[src/rtl/muldiv_scheduler.sv]
// Issue/writeback scheduler for a fixed-latency multiplier and an iterative divider.
// Optional feature macro: DIV_ZERO_BYPASS_EN (divide-by-zero resolved without the divider).
module muldiv_scheduler #(
    parameter int XLEN        = 32,
    parameter int MUL_LATENCY = 3,
    parameter int TAG_W       = 5
) (
    input  logic             clk_i,
    input  logic             rst_i,
    input  logic             req_valid_i,
    input  logic             req_is_div_i,
    input  logic [1:0]       req_op_i,
    input  logic [XLEN-1:0]  req_rs1_i,
    input  logic [XLEN-1:0]  req_rs2_i,
    input  logic [TAG_W-1:0] req_tag_i,
    output logic             req_ready_o,
    output logic [XLEN-1:0]  op_a_o,
    output logic [XLEN-1:0]  op_b_o,
    output logic             mul_start_o,
    output logic             div_start_o,
    output logic [1:0]       fu_op_o,
    input  logic             mul_valid_i,
    input  logic [XLEN-1:0]  mul_result_i,
    input  logic             div_done_i,
    input  logic [XLEN-1:0]  div_result_i,
    output logic             wb_valid_o,
    output logic [XLEN-1:0]  wb_data_o,
    output logic [TAG_W-1:0] wb_tag_o,
    input  logic             wb_ready_i,
    output logic             div_state_o
);
    localparam int DEPTH = MUL_LATENCY + 1;
    localparam int PW    = (DEPTH > 1) ? $clog2(DEPTH) : 1;
    localparam int CW    = $clog2(DEPTH + 1);

    typedef enum logic [1:0] {MUL_ = 2'd0, MULH_ = 2'd1, MULHSU_ = 2'd2, MULHU_ = 2'd3} mul_ops_e;
    typedef enum logic [1:0] {DIV_ = 2'd0, DIVU_ = 2'd1, REM_ = 2'd2, REMU_ = 2'd3} div_ops_e;
    typedef enum logic {FREE = 1'b0, BUSY = 1'b1} fu_state_e;
    typedef enum logic [1:0] {S_IDLE, S_BUSY, S_DONE} div_fsm_e;

    div_fsm_e state, state_nxt;

    logic [MUL_LATENCY:0]            vld_pipe;
    logic [MUL_LATENCY:0][TAG_W-1:0] tag_pipe;
    logic [DEPTH-1:0][XLEN-1:0]      fifo_data;
    logic [DEPTH-1:0][TAG_W-1:0]     fifo_tag;
    logic [PW-1:0]                   wr_ptr, rd_ptr;
    logic [CW-1:0]                   count, inflight, credit;
    logic [XLEN-1:0]                 div_res, bypass_val;
    logic [TAG_W-1:0]                div_tag;
    logic                            hold_mul, sel_div, fifo_empty;
    logic                            accept, mul_acc, div_acc, bypass;
    logic                            push, pop, wb_fire;

    function automatic logic [PW-1:0] inc(input logic [PW-1:0] p);
        return (p == PW'(DEPTH - 1)) ? '0 : p + 1'b1;
    endfunction

    always_comb begin
        inflight = '0;
        for (int i = 0; i <= MUL_LATENCY; i++) inflight = inflight + CW'(vld_pipe[i]);
    end

    // Slots not yet spoken for: FIFO entries plus results still in the multiplier.
    assign credit      = CW'(DEPTH) - count - inflight;
    assign req_ready_o = req_is_div_i ? (state == S_IDLE) : (credit != '0);
    assign accept      = req_valid_i & req_ready_o;
    assign mul_acc     = accept & ~req_is_div_i;
    assign div_acc     = accept & req_is_div_i;

`ifdef DIV_ZERO_BYPASS_EN
    assign bypass     = div_acc && (req_rs2_i == '0);
    assign bypass_val = (req_op_i == REM_ || req_op_i == REMU_) ? req_rs1_i : '1;
`else
    assign bypass     = 1'b0;
    assign bypass_val = '0;
`endif

    assign fifo_empty = (count == '0);
    // Once a MUL head is shown under backpressure it stays selected until taken.
    assign sel_div    = (state == S_DONE) & ~hold_mul;
    assign wb_valid_o = (state == S_DONE) | ~fifo_empty;
    assign wb_data_o  = sel_div ? div_res : (fifo_empty ? '0 : fifo_data[rd_ptr]);
    assign wb_tag_o   = sel_div ? div_tag : (fifo_empty ? '0 : fifo_tag[rd_ptr]);
    assign wb_fire    = wb_valid_o & wb_ready_i;
    assign pop        = wb_fire & ~sel_div;
    assign push       = vld_pipe[MUL_LATENCY] & mul_valid_i;

    assign mul_start_o = vld_pipe[0];
    assign div_state_o = (state == S_IDLE) ? FREE : BUSY;

    always_comb begin
        state_nxt = state;
        case (state)
            S_IDLE:  if (div_acc) state_nxt = bypass ? S_DONE : S_BUSY;
            S_BUSY:  if (div_done_i) state_nxt = S_DONE;
            S_DONE:  if (wb_fire && sel_div) state_nxt = S_IDLE;
            default: state_nxt = S_IDLE;
        endcase
    end

    always_ff @(posedge clk_i) begin
        if (rst_i) state <= S_IDLE;
        else       state <= state_nxt;
    end

    always_ff @(posedge clk_i) begin
        if (rst_i) begin
            vld_pipe    <= '0;
            tag_pipe    <= '0;
            fifo_data   <= '0;
            fifo_tag    <= '0;
            wr_ptr      <= '0;
            rd_ptr      <= '0;
            count       <= '0;
            op_a_o      <= '0;
            op_b_o      <= '0;
            fu_op_o     <= '0;
            div_start_o <= 1'b0;
            div_res     <= '0;
            div_tag     <= '0;
            hold_mul    <= 1'b0;
        end else begin
            vld_pipe    <= {vld_pipe[MUL_LATENCY-1:0], mul_acc};
            tag_pipe    <= {tag_pipe[MUL_LATENCY-1:0], req_tag_i};
            div_start_o <= div_acc & ~bypass;
            hold_mul    <= wb_valid_o & ~wb_ready_i & ~sel_div;
            if (accept) begin
                op_a_o  <= req_rs1_i;
                op_b_o  <= req_rs2_i;
                fu_op_o <= req_op_i;
            end
            if (div_acc) begin
                div_tag <= req_tag_i;
                if (bypass) div_res <= bypass_val;
            end
            if (state == S_BUSY && div_done_i) div_res <= div_result_i;
            if (push) begin
                fifo_data[wr_ptr] <= mul_result_i;
                fifo_tag[wr_ptr]  <= tag_pipe[MUL_LATENCY];
                wr_ptr            <= inc(wr_ptr);
            end
            if (pop) rd_ptr <= inc(rd_ptr);
            count <= count + CW'(push) - CW'(pop);
        end
    end
endmodule

[config.mk]
export PLATFORM = sky130hd
export DESIGN_NAME = muldiv_scheduler
export DESIGN_NICKNAME = d
export VERILOG_FILES = /design/src/rtl/muldiv_scheduler.sv
export SDC_FILE = /design/constraint.sdc
export NUM_CORES = 1
export LEC_CHECK = 0
export ABC_AREA = 1
export CAP_MARGIN = 40
export CORE_ASPECT_RATIO = 0.6
export CORE_UTILIZATION = 55
export CTS_CLUSTER_DIAMETER = 100
export DETAILED_ROUTE_END_ITERATION = 6
export PLACE_DENSITY = 0.84
export SLEW_MARGIN = 20
export SYNTH_ARGS = -nofsm -noshare
export SYNTH_HDL_FRONTEND = slang
export SYNTH_SLANG_ARGS = --single-unit
export TNS_END_PERCENT = 20
[constraint.sdc]
create_clock -name clk_i -period 6.9 [get_ports clk_i]
set_input_delay 1.38 -clock clk_i [delete_from_list [all_inputs] [get_ports clk_i]]
set_output_delay 1.38 -clock clk_i [all_outputs]
set_load 0.03 [all_outputs]
==> results.json, run 1 <==
{
  "status": "complete, no violations",
  "area_growth_pct": 26.3,
  "drc": 0,
  "synth_top_area_cell": "dfxtp_1",
  "setup_viol": 0,
  "ys_top_cells_by_area": "dfxtp_1 (45%), inv_1 (9.8%), a21oi_1 (8.8%), nand2_1 (8.8%), o21ai_0 (6.9%)",
  "clkTransAtPathRegs_ps": 60,
  "syn_area_sq_um": 12800,
  "initial_utilization_pct": 57.1,
  "start_kind": "input pin",
  "grtUsageTotal_pct": 28.9,
  "place.port_buffers": 249,
  "r2r-start": "vld_pipe[1]",
  "ys_ff_latch": 286,
  "hold_viol_final": 0,
  "maxCapViolations": 0,
  "post_cts_resize_count": 0,
  "grt_pass1_wl_mm": 56.8,
  "cts-buffers-inserted": 26,
  "dpl_cell_area_sq_um": 15300,
  "worstPathMaxFanout": 69,
  "cts-root-buf": "clkbuf_16",
  "crit_top_cell": "clkdlybuf4s50_1",
  "drt_first_iter_violations": 1057,
  "fin_crit_ps": 4810,
  "critPathSlowestCell": "clkdlybuf4s50_1",
  "post-cts-setup-buffers": 0,
  "tritoncts": "yes",
  "cp_top_family": "buffers and inverters",
  "nFillCells": 1777,
  "tightest_slew_ps": 859,
  "p_int_mw": 3.25,
  "synth.area.mux_share_pct": 0,
  "vias_per_cell": 5.32,
  "dp_hpwl_mm": 22.0,
  "design_area_sq_um": 16200,
  "regToRegEndpoint": "op_a_o[6]",
  "cts.sinks": 286,
  "die_x_um": 199,
  "worstSkewPairLatency_ps": 530,
  "seq_power_share_pct": 37.0,
  "dr.pass1.iters": 5,
  "grt_antenna_before_repair": 0,
  "synth_top_area_share_pct": 44.7,
  "ctsHoldBuffers": 0,
  "synth_top_family_by_area": "simple AND/OR/NAND/NOR gates",
  "setup_tns_ps": 0,
  "cp.arrival_ps": 3430,
  "core_sq_um": 22400,
  "final_antenna_net_count": 0,
  "fmax_ghz": 0.208,
  "hold_path_class": "flop to flop",
  "worst-setup-path-type": "input pin to output port",
  "worst_hold_startpoint": "tag_pipe[1]",
  "slowest_delay_ps": 680,
  "p_sw_mw": 1.80,
  "worstPathRequired_ps": 5520,
  "num-nets-final": 2154,
  "p_sw_share_pct": 35.6,
  "die_area_sq_um": 23900,
  "comb_power_share_pct": 34.4,
  "p_leak_nw": 6.76,
  "r2r_cells": 16,
  "yosysUniqueCellTypes": 26,
  "htree_levels": 1,
  "setup.worst_path.end": "req_ready_o",
  "synth_xor_area_share_pct": 0.137,
  "synth_compound_area_share_pct": 18.4,
  "power_mw": 5.05,
  "grt_max_degree": 85,
  "finalCritPeriodShare_pct": 69.6,
  "path_buf_inv": 4,
  "cp-startpoint": "req_is_div_i",
  "final_max_slew_viol_count": 0,
  "synth_simple_gate_area_share_pct": 20.0,
  "clockPowerShare_pct": 28.7,
  "cp-end-kind": "output port",
  "synth_warnings": 0,
  "power_density_nw_per_um2": 312,
  "max-vdd-ir-drop_mv": 0.188,
  "slew_headroom_pct": 42.8,
  "path_depth": 6,
  "route.vias.total": 12400,
  "num_rows": 42,
  "synth_fa_ha_area_share_pct": 1.49,
  "worstPathCellList": "clkdlybuf4s50_1 -> nand2_2 -> buf_4 -> nand2_1 -> inv_1 -> clkdlybuf4s50_1",
  "fp.dieH_um": 120,
  "r2r_setup_slack_ps": 3250,
  "grt_pass1_vias": 11500,
  "cts_max_path_buffers": 3,
  "n_antenna_cell": 0,
  "rsz0062_at_grt": "false",
  "postSynthCellCount": 1842,
  "wirelength_mm": 35.1,
  "drive_gt1_share_pct": 4.81,
  "globalplace.congestion": 0.815,
  "seq_area_frac_synth_pct": 44.7,
  "wl_per_cell_um": 15.1,
  "syn_nets": 1998,
  "fin_hold_ws_ps": 396,
  "grt-ovfl-total": 0,
  "worst_clock_skew_ps": 10.4,
  "syn_avg_cell_area_sq_um": 6.95,
  "ios": 250
}
## power by group through the flow
stage | combinational, mW | clock (mW) | sequential [mW]
6_report | 1.74 | 1.45 | 1.87
3_3_place_gp | 1.61 | 0 | 1.92
2_1_floorplan | 0.990 | 0 | 2.01
4_1_cts | 1.73 | 1.46 | 1.86
3_5_place_dp | 1.71 | 0 | 1.90
5_1_grt | 1.89 | 1.53 | 1.88
## Yosys cell counts
| cell type | number |
|---|---|
| a21oi_1 | 226 |
| buf_1 | 9 |
| buf_2 | 40 |
| buf_4 | 1 |
| buf_6 | 6 |
| clkbuf_1 | 85 |
| clkinv_1 | 1 |
| dfxtp_1 | 286 |
| fa_1 | 2 |
| ha_1 | 12 |
| inv_1 | 334 |
| inv_2 | 19 |
| nand2_1 | 301 |
| nand2_2 | 1 |
| nand3_1 | 114 |
| nand3_2 | 2 |
| nand3b_1 | 1 |
| nand4_1 | 66 |
| nor2_1 | 103 |
| nor3_1 | 2 |
| nor4_1 | 1 |
| o211ai_1 | 37 |
| o21ai_0 | 177 |
| o21ai_1 | 13 |
| or2_1 | 1 |
| xor2_1 | 2 |
## kinds of logic (layout without fill, tap and decap cells)
| family | after synthesis | count (layout) |
|---|---|---|
| simple gates | 592 | 592 |
| buf+inv | 495 | 669 |
| compound gates | 453 | 453 |
| flops | 286 | 286 |
| fa+ha+maj | 14 | 14 |
| xor+xnor | 2 | 2 |
## stage by stage
stage	cells	utilization, %	setup slack [ps]
after global routing	2324	72.1	2010
after floorplan	1842	-	3220
final	2324	72.1	2090
after global placement	2272	67.7	2100
after CTS	2323	72.0	2100
after detailed placement	2277	68.2	2100
## routing by layer
layer | up-vias | global-route usage, % | part of all wire, %
met5 | - | 0 | 0
met4 | 0 | 9.04 | 2.5
met3 | 63 | 3.96 | 6.5
met2 | 415 | 47.5 | 47
met1 | 5734 | 39.5 | 44
li1 | 6149 | - | -
## worst min-delay path by stage
| stage | cells after the start | end | slack, ps |
|---|---|---|---|
| 6_report | 2 | tag_pipe[6] | 400 |
| 5_1_grt | 2 | tag_pipe[17] | 420 |
| 4_1_cts | 2 | tag_pipe[6] | 400 |
| 3_5_place_dp | 2 | tag_pipe[5] | 400 |
| 3_3_place_gp | 2 | tag_pipe[10] | 390 |
| 2_1_floorplan | 2 | tag_pipe[10] | 390 |
## registers in the layout (all words and copies together), names as in the netlist
signal       flops
hold_mul         1
fu_op_o          2
rd_ptr           2
tag_pipe        20
wr_ptr           2
div_res         32
div_start_o      1
op_a_o          32
div_tag          5
fifo_data      128
vld_pipe         4
count            3
state            2
fifo_tag        20
op_b_o          32
## worst reg2reg max path: cells and delay by family, from the launching register on
| kind | cells | cell delay, ps |
|---|---|---|
| adder cells (fa/ha/maj) | 4 | 1170 |
| buffers and inverters | 5 | 1140 |
| flip-flops | 1 | 320 |
| AND/OR/NAND/NOR | 7 | 970 |
## placed cells by master, fill, tap and decap left out, types with 37 or more instances in the layout
| cell type | instances |
|---|---|
| nor2_1 | 103 |
| o21ai_0 | 177 |
| nand4_1 | 66 |
| a21oi_1 | 226 |
| o211ai_1 | 37 |
| inv_1 | 333 |
| nand2_1 | 296 |
| clkdlybuf4s50_1 | 247 |
| dfxtp_1 | 284 |
| nand3_1 | 113 |
## final cells by class
| type | count | area, sq um | share of cell area, % |
|---|---|---|---|
| Sequential cell | 286 | 5730 | 35.4 |
| Multi-Input combinational cell | 1061 | 5150 | 31.8 |
| Clock buffer | 36 | 749 | 4.63 |
| Inverter | 354 | 1330 | 8.23 |
| Timing Repair Buffer | 269 | 2730 | 16.9 |
| Tap cell | 308 | 385 | 2.38 |
| Clock inverter | 10 | 104 | 0.642 |
Power figures use the tool's default switching activity.
==> inputs of run 2 (changes only) <==
--- a/config.mk
+++ b/config.mk
@@ -8,10 +8,10 @@
 export ABC_AREA = 1
 export CAP_MARGIN = 40
 export CORE_ASPECT_RATIO = 0.6
-export CORE_UTILIZATION = 55
+export CORE_UTILIZATION = 47
 export CTS_CLUSTER_DIAMETER = 100
 export DETAILED_ROUTE_END_ITERATION = 6
-export PLACE_DENSITY = 0.84
+export PLACE_DENSITY = 0.76
 export SLEW_MARGIN = 20
 export SYNTH_ARGS = -nofsm -noshare
 export SYNTH_HDL_FRONTEND = slang
==> constraint.sdc (replaced) <==
create_clock -name clk_i -period 4.1 [get_ports clk_i]
set_input_delay 0.82 -clock clk_i [delete_from_list [all_inputs] [get_ports clk_i]]
set_output_delay 0.82 -clock clk_i [all_outputs]
set_load 0.03 [all_outputs]
==> run 2 against run 1 <==
Compared with the run above:
- count of clock-buffer cells in the layout increased by 1
- power grew 72%
- combinational power rose by 69%
- sequential power is 66% higher
- highest routed layer is now met5
- via count down 1.4%
- die area increased by 17%
- critical endpoint is now wb_data_o[18]
- routed wire length increased by 2.3%
- first-iteration DRC count fell by 15%
==> results.json, run 2 (synthesis gave the netlist of run 1 again) <==
{
  "status": "complete, no violations",
  "die_x_um": 215,
  "worst_clock_skew_ps": 13.2,
  "power_density_nw_per_um2": 528,
  "worstSkewPairLatency_ps": 550,
  "mostFrequentLayoutCell": "inv_1",
  "regToRegEndpoint": "op_a_o[5]",
  "worst_hold_startpoint": "tag_pipe[7]",
  "hold_depth": 2,
  "tightest_slew_ps": 862,
  "grt_max_degree": 97,
  "grt_pass1_vias": 11000,
  "worstPathRequired_ps": 3280,
  "top_layer": "met5",
  "maxCapViolations": 0,
  "cp-end-kind": "output port",
  "drive_gt1_share_pct": 5.65,
  "wl_per_cell_um": 15.0,
  "tritoncts": "yes",
  "cp.arrival_ps": 2880,
  "r2r_setup_slack_ps": 560,
  "post_cts_resize_count": 0,
  "fmax_ghz": 0.270,
  "met2WireLength_mm": 16.5,
  "route.vias.total": 12200,
  "nFillCells": 2441,
  "grt_antenna_before_repair": 1,
  "globalplace.congestion": 0.790,
  "design_area_sq_um": 16400,
  "core_sq_um": 26600,
  "max-vdd-ir-drop_mv": 0.328,
  "cts_max_path_buffers": 3,
  "worstPathMaxFanout": 28,
  "largest_reg_flops": 128,
  "start_kind": "flop",
  "post-cts-setup-buffers": 0,
  "hold_viol_final": 0,
  "final_max_slew_viol_count": 0,
  "vias_per_cell": 5.09,
  "setup_ws_ps": 397,
  "holdPathEnd": "tag_pipe[12]",
  "dpl_cell_area_sq_um": 15500,
  "clkTransAtPathRegs_ps": 60,
  "fin_crit_ps": 3700,
  "cts.sinks": 286,
  "dr.pass1.iters": 5,
  "ctsHoldBuffers": 0,
  "final_cells": 2395,
  "finalCritPeriodShare_pct": 90.3,
  "initial_utilization_pct": 48.2,
  "fp.dieH_um": 130,
  "dp_slack_ps": 611,
  "met3WireLength_mm": 2.02,
  "area_growth_pct": 28.4,
  "dp_hpwl_mm": 23.1,
  "grt_pass1_wl_mm": 56.1,
  "die_area_sq_um": 27900,
  "multiInputGateArea_sq_um": 5140,
  "worst-setup-path-type": "flop to output port",
  "r2r_cells": 16,
  "num-nets-final": 2168,
  "place.port_buffers": 249,
  "top_register": "fifo_data",
  "rsz0062_at_grt": "false",
  "grtUsageTotal_pct": 24.4,
  "hold_path_class": "flop to flop",
  "r2r-start": "vld_pipe[1]",
  "ios": 250,
  "drc": 0,
  "grt-ovfl-total": 0,
  "htree_levels": 1,
  "setup_viol": 0,
  "p_leak_nw": 6.87,
  "final_antenna_net_count": 0,
  "cts-buffers-inserted": 28,
  "final_cell_mix": "inv_1 (333), nand2_1 (298), dfxtp_1 (284)",
  "num_rows": 46,
  "post-place-cells": 2341,
  "m1WireLength_mm": 16.5,
  "setup_tns_ps": 0,
  "wirelength_mm": 35.9,
  "drt_first_iter_violations": 895,
  "cts-root-buf": "clkbuf_16",
  "seq_area_sq_um": 5730,
  "slew_headroom_pct": 42.3
}
-- run 2: changes by cell type in the layout (fill, tap and decap cells not counted), moves of 2 or more --
cell        change
clkinvlp_4      +2
clkbuf_1        -2
buf_4          +10
buf_12          +2
nand2_2         -2
clkinv_2        +4
nand2_1         +2
clkbuf_16       +2
-- run 2: report_power, final --
group	switching [mW]	internal (mW)	total, mW
registers	0.138	2.97	3.11
clock network	1.13	1.51	2.64
logic	1.85	1.10	2.94
-- run 2: through the flow --
| step | util, % | hold slack [ps] | power, mW |
|---|---|---|---|
| 2_1_floorplan | - | 388 | 5.06 |
| 3_3_place_gp | 57.8 | 391 | 6.02 |
| 3_5_place_dp | 58.2 | 393 | 6.09 |
| 4_1_cts | 61.7 | 400 | 8.72 |
| 5_1_grt | 61.8 | 413 | 9.14 |
| 6_report | 61.8 | 399 | 8.69 |
-- run 2: cell type report --
type                    count  share of cell area, %
clock inverters            15                  0.791
repair buffers            281                   17.3
multi-input cells        1061                   31.3
flip-flops and latches    286                   34.9
diodes                      1                 0.0152
clock buffers              37                   4.90
inverters                 354                   8.10
well taps                 360                   2.74
-- run 2: routing by layer --
metal	track usage (%)	up-vias
met1	33.2	5614
met5	0	-
met2	39.8	322
met4	6.72	2
met3	4.73	68
li1	-	6185
-- run 2: worst max-delay path by stage --
stage	from	to	slack [ps]	depth (start not counted)
after global routing	state[1]	wb_data_o[18]	250	9
after detailed placement	vld_pipe[1]	op_a_o[6]	610	16
final	state[1]	wb_data_o[18]	400	9
after CTS	vld_pipe[1]	req_ready_o	50	10
after global placement	vld_pipe[1]	req_ready_o	700	10
after floorplan	vld_pipe[1]	req_ready_o	980	13
-- run 2: worst max-delay path, stage by stage, from the launching register on --
cell and delay, ps:
dfxtp_1 310, inv_1 100, nor2_1 80, inv_1 60, nor2_1 50, inv_2 300
buf_4 390, nand3_1 200, o21ai_1 150, clkdlybuf4s50_1 680
